--- src/rtl/spi_display_ctrl_if.sv ---
// spi_display_ctrl_if
// Byte handshake between the SPI shift logic and the display command
// controller.
//   rx_valid / rx_data : received byte, one-cycle strobe (SPI side -> ctrl)
//   tx_valid / tx_data : reply byte for the next transfer (ctrl -> SPI side)
// The master modport is the SPI side; the slave modport is the controller.
interface spi_display_ctrl_if;
    logic       rx_valid;
    logic [7:0] rx_data;
    logic       tx_valid;
    logic [7:0] tx_data;

    modport master (output rx_valid, output rx_data, input tx_valid, input tx_data);
    modport slave  (input rx_valid, input rx_data, output tx_valid, output tx_data);
endinterface

--- src/rtl/spi_display_ctrl.sv ---
// spi_display_ctrl
// Parses the SPI command byte stream, owns the four BCD digits and the colon
// code driven to the 7-segment driver, produces reply bytes, and optionally
// runs the digits as a free-running BCD counter advanced by tick.
// Ports:
//   clk, reset_n          clock, asynchronous active-low reset
//   bus (slave)           rx byte strobe in, tx reply strobe out
//   tick                  counter advance pulse (used when auto_en = 1)
//   digit0..digit3        BCD digits, digit0 least significant
//   colon                 colon / decimal-point code
//   auto_en               auto-count mode
//   error                 one-cycle protocol error / timeout pulse
//   busy                  a multi-byte command is in progress
//
// state | meaning
// IDLE  | next byte is a command
// ARG   | waiting for the argument of the latched command
// RD2   | waiting for the second byte of a READ; replies with the snapshot
module spi_display_ctrl #(
    parameter int         TIMEOUT       = 16000,
    parameter logic [1:0] DEFAULT_COLON = 2'b11
) (
    input  logic              clk,
    input  logic              reset_n,
    spi_display_ctrl_if.slave bus,
    input  logic              tick,
    output logic [3:0]        digit0,
    output logic [3:0]        digit1,
    output logic [3:0]        digit2,
    output logic [3:0]        digit3,
    output logic [1:0]        colon,
    output logic              auto_en,
    output logic              error,
    output logic              busy
);
    localparam logic [15:0] TO_LAST = 16'(TIMEOUT - 1);

    typedef enum logic [1:0] {IDLE, ARG, RD2} state_t;
    typedef enum logic [1:0] {C_DIGIT, C_COLON, C_MODE} cmd_t;

    state_t      state_q, state_d;
    cmd_t        cmd_q, cmd_new;
    logic [1:0]  sel_q;
    logic [15:0] cnt_q;
    logic [7:0]  hold_q;
    logic [3:0]  dig_q   [4];
    logic [3:0]  dig_inc [4];
    logic        carry;
    logic        tx_valid_q;
    logic [7:0]  tx_data_q;

    logic        expire, eff_idle;
    logic        reply_v, err_d, wr_dig, wr_col, wr_mode, snap, cmd_ld;
    logic [7:0]  reply;

    // An expiring command frees the parser in the same cycle, so a byte
    // arriving then is decoded as a fresh command.
    assign expire   = (state_q != IDLE) && (cnt_q == TO_LAST);
    assign eff_idle = (state_q == IDLE) || expire;

    always_ff @(posedge clk or negedge reset_n) begin
        if (!reset_n) state_q <= IDLE;
        else          state_q <= state_d;
    end

    always_comb begin
        state_d = state_q;
        if (bus.rx_valid) begin
            if (eff_idle) begin
                case (bus.rx_data)
                    8'h10, 8'h11, 8'h12, 8'h13,
                    8'h20, 8'h21: state_d = ARG;
                    8'h30:        state_d = RD2;
                    default:      state_d = IDLE;
                endcase
            end else begin
                state_d = IDLE;
            end
        end else if (expire) begin
            state_d = IDLE;
        end
    end

    always_comb begin
        reply   = 8'h00;
        reply_v = 1'b0;
        err_d   = expire;
        wr_dig  = 1'b0;
        wr_col  = 1'b0;
        wr_mode = 1'b0;
        snap    = 1'b0;
        cmd_ld  = 1'b0;
        cmd_new = C_DIGIT;
        if (bus.rx_valid) begin
            reply_v = 1'b1;
            if (eff_idle) begin
                case (bus.rx_data)
                    8'h00: reply = 8'h00;
                    8'h10, 8'h11, 8'h12, 8'h13: begin
                        reply  = 8'hA5;
                        cmd_ld = 1'b1;
                        cmd_new = C_DIGIT;
                    end
                    8'h20: begin
                        reply  = 8'hA5;
                        cmd_ld = 1'b1;
                        cmd_new = C_COLON;
                    end
                    8'h21: begin
                        reply  = 8'hA5;
                        cmd_ld = 1'b1;
                        cmd_new = C_MODE;
                    end
                    8'h30: begin
                        reply = {dig_q[1], dig_q[0]};
                        snap  = 1'b1;
                    end
                    default: begin
                        reply = 8'hEE;
                        err_d = 1'b1;
                    end
                endcase
            end else if (state_q == ARG) begin
                case (cmd_q)
                    C_DIGIT: begin
                        if (bus.rx_data[3:0] <= 4'd9) begin
                            wr_dig = 1'b1;
                            reply  = 8'hA5;
                        end else begin
                            reply = 8'hEE;
                            err_d = 1'b1;
                        end
                    end
                    C_COLON: begin
                        wr_col = 1'b1;
                        reply  = 8'hA5;
                    end
                    default: begin
                        wr_mode = 1'b1;
                        reply   = 8'hA5;
                    end
                endcase
            end else begin
                reply = hold_q;
            end
        end
    end

    // Ripple BCD increment; 9999 rolls over to 0000.
    always_comb begin
        carry = 1'b1;
        for (int i = 0; i < 4; i++) begin
            dig_inc[i] = dig_q[i];
            if (carry) begin
                if (dig_q[i] == 4'd9) begin
                    dig_inc[i] = 4'd0;
                end else begin
                    dig_inc[i] = dig_q[i] + 4'd1;
                    carry      = 1'b0;
                end
            end
        end
    end

    always_ff @(posedge clk or negedge reset_n) begin
        if (!reset_n) begin
            tx_valid_q <= 1'b0;
            tx_data_q  <= 8'h00;
            error      <= 1'b0;
            cnt_q      <= '0;
            hold_q     <= 8'h00;
            cmd_q      <= C_DIGIT;
            sel_q      <= 2'd0;
            colon      <= DEFAULT_COLON;
            auto_en    <= 1'b0;
            for (int i = 0; i < 4; i++) dig_q[i] <= 4'd0;
        end else begin
            tx_valid_q <= reply_v;
            if (reply_v) tx_data_q <= reply;
            error <= err_d;
            cnt_q <= (bus.rx_valid || state_q == IDLE || expire) ? 16'd0 : cnt_q + 16'd1;
            if (cmd_ld) begin
                cmd_q <= cmd_new;
                sel_q <= bus.rx_data[1:0];
            end
            if (snap)    hold_q  <= {dig_q[3], dig_q[2]};
            if (wr_col)  colon   <= bus.rx_data[1:0];
            if (wr_mode) auto_en <= bus.rx_data[0];
            // A digit write wins over a coincident tick; that tick is lost.
            if (wr_dig)                    dig_q[sel_q] <= bus.rx_data[3:0];
            else if (auto_en && tick)      dig_q <= dig_inc;
        end
    end

    assign bus.tx_valid = tx_valid_q;
    assign bus.tx_data  = tx_data_q;
    assign busy   = (state_q != IDLE);
    assign digit0 = dig_q[0];
    assign digit1 = dig_q[1];
    assign digit2 = dig_q[2];
    assign digit3 = dig_q[3];
endmodule
--- src/flat_wrapper.sv ---
// flat-port wrapper written by rule: the top's interface ports become plain ports
module spi_display_ctrl_flat 
#(
    parameter int         TIMEOUT       = 16000,
    parameter logic [1:0] DEFAULT_COLON = 2'b11
)
  (clk, reset_n, tick, digit0, digit1, digit2, digit3, colon, auto_en, error, busy, bus_rx_valid, bus_rx_data, bus_tx_valid, bus_tx_data);
  spi_display_ctrl_if bus_i ();
  input  logic clk;
  input  logic reset_n;
  input  logic tick;
  output logic [3:0] digit0;
  output logic [3:0] digit1;
  output logic [3:0] digit2;
  output logic [3:0] digit3;
  output logic [1:0] colon;
  output logic auto_en;
  output logic error;
  output logic busy;
  input wire logic [$bits(bus_i.rx_valid)-1:0] bus_rx_valid;
  input wire logic [$bits(bus_i.rx_data)-1:0] bus_rx_data;
  output wire logic [$bits(bus_i.tx_valid)-1:0] bus_tx_valid;
  output wire logic [$bits(bus_i.tx_data)-1:0] bus_tx_data;
  assign bus_i.rx_valid = bus_rx_valid;
  assign bus_i.rx_data = bus_rx_data;
  assign bus_tx_valid = bus_i.tx_valid;
  assign bus_tx_data = bus_i.tx_data;
  spi_display_ctrl #(.TIMEOUT(TIMEOUT), .DEFAULT_COLON(DEFAULT_COLON)) u_core (.clk(clk), .reset_n(reset_n), .bus(bus_i), .tick(tick), .digit0(digit0), .digit1(digit1), .digit2(digit2), .digit3(digit3), .colon(colon), .auto_en(auto_en), .error(error), .busy(busy));
endmodule
--- config.mk ---
export PLATFORM = sky130hd
export DESIGN_NAME = spi_display_ctrl_flat
export DESIGN_NICKNAME = d
export VERILOG_FILES = /design/src/rtl/spi_display_ctrl_if.sv /design/src/rtl/spi_display_ctrl.sv /design/src/flat_wrapper.sv
export SDC_FILE = /design/constraint.sdc
export NUM_CORES = 1
export LEC_CHECK = 0
export CORE_UTILIZATION = 59
export DETAILED_ROUTE_END_ITERATION = 10
export PLACE_DENSITY_LB_ADDON = 0.15
export SKIP_CTS_REPAIR_TIMING = 1
export SLEW_MARGIN = 0
export SYNTH_ARGS = -nofsm -noshare
export SYNTH_HDL_FRONTEND = slang
export SYNTH_SLANG_ARGS = --single-unit
--- constraint.sdc ---
create_clock -name clk -period 6.9 [get_ports clk]
set_clock_uncertainty 0.1 [all_clocks]
set_input_delay 0.69 -clock clk [delete_from_list [all_inputs] [get_ports clk]]
set_output_delay 0.69 -clock clk [all_outputs]
set_load 0.1 [all_outputs]
==> results.ini <==
[outcome]
status=finished, final reports clean

[final_layout]
drive_gt1_share_pct=11.81
regArea_sq_um=1479
synthToLayoutAreaGrowth_pct=20.53
final_area_sq_um=3849
fin_nets=389
multi_input_area_sq_um=1593
diodes=0
fillCellCount=374

[critical_path]
critPathKind=primary input to register
cp.arrival_ns=3.43
startpoint_type=primary input
cp.required_ns=7.03
path_max_fanout=26
critPathCaptureType=register

[synth]
syn_inst=335
synth_seq_cells=59
ys_async_sr_fraction_pct=100.0
ys_types=57
syn_nets=348
yosys_warnings=0
syn-cell-area_sq_um=3193
avgSynthCellArea_sq_um=9.532
synth_common_cells=dfrtp_1, nor2_1, nand2_1, o21ai_0
synth_edf_count=0
synth_area_leader_cell=dfrtp_1
synth.most_common_cell=dfrtp_1
synth_area_leaders=dfrtp_1, mux2_2, nor2_1
synthFlopType=dfrtp_1
ys_seq_area_share_pct=46.32
synth_top_area_share_pct=44.67

[global_route]
grt_pass1_wl_um=12210
overflow=0
antenna_found_initial=0
grt_use_total_pct=29.59
grt_max_degree=60
grt_pass1_vias=2534

[placed_design]
dp_hpwl_um=5273
io_buffers=41
place_area_sq_um=3640
globalplace.congestion=0.9132

[power_and_ir_drop]
p_comb_share_pct=13.3
leakagePower_nw=1.610
swShare_pct=28.12
seqPwrFrac_pct=45.2
power.density_nw_per_um2=212.7
p_sw_mw=0.2302
p_int_mw=0.5883
power_frac_clock_pct=41.5
vdd_drop_max_mv=0.1442

[die]
num_rows=26
io_pins=42
die_h_um=75.57
start_util_pct=61.73
coreArea_sq_um=5172
dieArea_sq_um=5710
die_w_um=75.57

[timing]
hold_viol_final=0
fmax_mhz=303.2
finalCritPeriodShare_pct=47.80
setup_viol=0
rsz0062_at_grt=no
fin_crit_ns=3.298
finalSetupTns_ns=0
slew_headroom_pct=25.95
drv_slew=0
worst_slew_pin_slew_ns=1.101

[run]
cap_violations=0

[routing]
post_drt_wl_per_cell_um=17.14
via_count=2828
ant_nets=0
dr.pass1.iters=7
routed_wl_um=7732
routed_via_density=6.271
drc_errors=0
drtIter0Drc=301

[clocking]
cts_tree=done
clk-insertion-delay-late_ns=0.35
clock-sinks=59
cts_buffer_depth=2
h-tree-depth=3
numCtsBuffers=9
root_buffer=clkbuf_8
clk_pin_slew_worst_paths_ns=0.07

[worst_hold_path]
hp-class=primary input to async pin

-- routing by layer --
| metal | share of wire [%] | global-route usage [%] | up-vias |
|---|---|---|---|
| met4 | 1.6 | 11.11 | 0 |
| met2 | 46 | 46.53 | 150 |
| met1 | 46 | 40.03 | 1356 |
| met5 | 0 | 0 | - |
| met3 | 6.4 | 7.011 | 17 |
| li1 | - | - | 1305 |
-- flip-flops by register name, summed over array words and instances (netlist names) --
name and cells:
u_core.cnt_q 16, u_core.bus.tx_data 8, u_core.hold_q 8, u_core.digit0 4, u_core.digit1 4, u_core.digit2 4
u_core.digit3 4, u_core.cmd_q 2, u_core.colon 2, u_core.sel_q 2, u_core.state_q 2, u_core.auto_en 1
u_core.bus.tx_valid 1, u_core.error 1
-- logic make-up after synthesis --
group / Yosys count / share of synthesized area (%)
xor gates and xnor gates: 14 / 3.840
DFF: 59 / 46.32
adders and majority gates: 1 / 0.3918
buffers and inverters: 29 / 3.801
muxes: 18 / 6.270
and+or+nand+nor: 135 / 21.40
AOI/OAI and AO/OA: 79 / 17.99
-- placed cells by master (no fill, tap or decap), types with 3 or more instances in the layout --
cell,instances
xnor2_1,7
a21o_1,4
inv_1,16
mux2_2,16
o21ai_1,3
o2bb2ai_1,3
a221o_1,6
clkbuf_8,9
o21a_1,3
nor2_1,36
o22ai_1,6
nand2b_1,7
a21oi_1,12
a22oi_1,3
or3_1,4
dfrtp_1,57
nand2_1,28
o21ai_0,21
nand3_1,16
and3_1,8
clkdlybuf4s50_1,40
nor4_1,4
xor2_1,7
or4_1,3
nand4_1,8
nor3_1,8
-- path summary, 6_finish.rpt --
check,startpoint,end,slack [ns],cells after the start
worst max-delay path,bus_rx_valid,u_core.digit3[3],3.60,5
worst min-delay path,reset_n,u_core.bus.tx_data[5],0.38,2
worst max register to register,u_core.cnt_q[7],u_core.digit0[1],4.00,5
worst min register to register,u_core.cnt_q[0],u_core.cnt_q[0],0.39,1
max in group asynchronous,reset_n,u_core.digit2[0],5.84,2
min in group clk,u_core.cnt_q[0],u_core.cnt_q[0],0.39,1
-- area by class of cell --
cell class / count / area share (%)
Multi-Input combinational cell: 247 / 41.38
Sequential cell: 59 / 38.43
Timing Repair Buffer: 43 / 10.92
Clock buffer: 11 / 3.414
Tap cell: 70 / 2.276
Clock inverter: 5 / 2.016
Inverter: 16 / 1.560
-- per-stage QoR --
| stage | util (%) | worst slack [ns] | hold WS (ns) | instances | power (mW) |
|---|---|---|---|---|---|
| after floorplan | - | 4.293 | 0.2944 | 335 | 0.4466 |
| after global placement | 70.37 | 3.377 | 0.3769 | 435 | 0.4820 |
| after detailed placement | 70.37 | 3.304 | 0.3932 | 435 | 0.4840 |
| after CTS | 74.41 | 3.671 | 0.4024 | 451 | 0.8225 |
| after global routing | 74.41 | 3.308 | 0.4227 | 451 | 0.8427 |
| final | 74.41 | 3.602 | 0.3831 | 451 | 0.8185 |
-- critical path, stage by stage --
cell             delay, ns
clkdlybuf4s50_1       1.01
nand3_1               0.20
nor4_1                0.97
o2bb2ai_1             0.17
a221o_1               0.38
-- power by group through the flow --
stage	sequential (mW)	clock (mW)	combinational, mW
floorplan	0.417	0	0.0293
global placement	0.375	0	0.107
detailed placement	0.376	0	0.108
CTS	0.370	0.344	0.108
global route	0.371	0.356	0.115
finish	0.370	0.340	0.108
No activity file was read; power rests on OpenSTA's default activity.
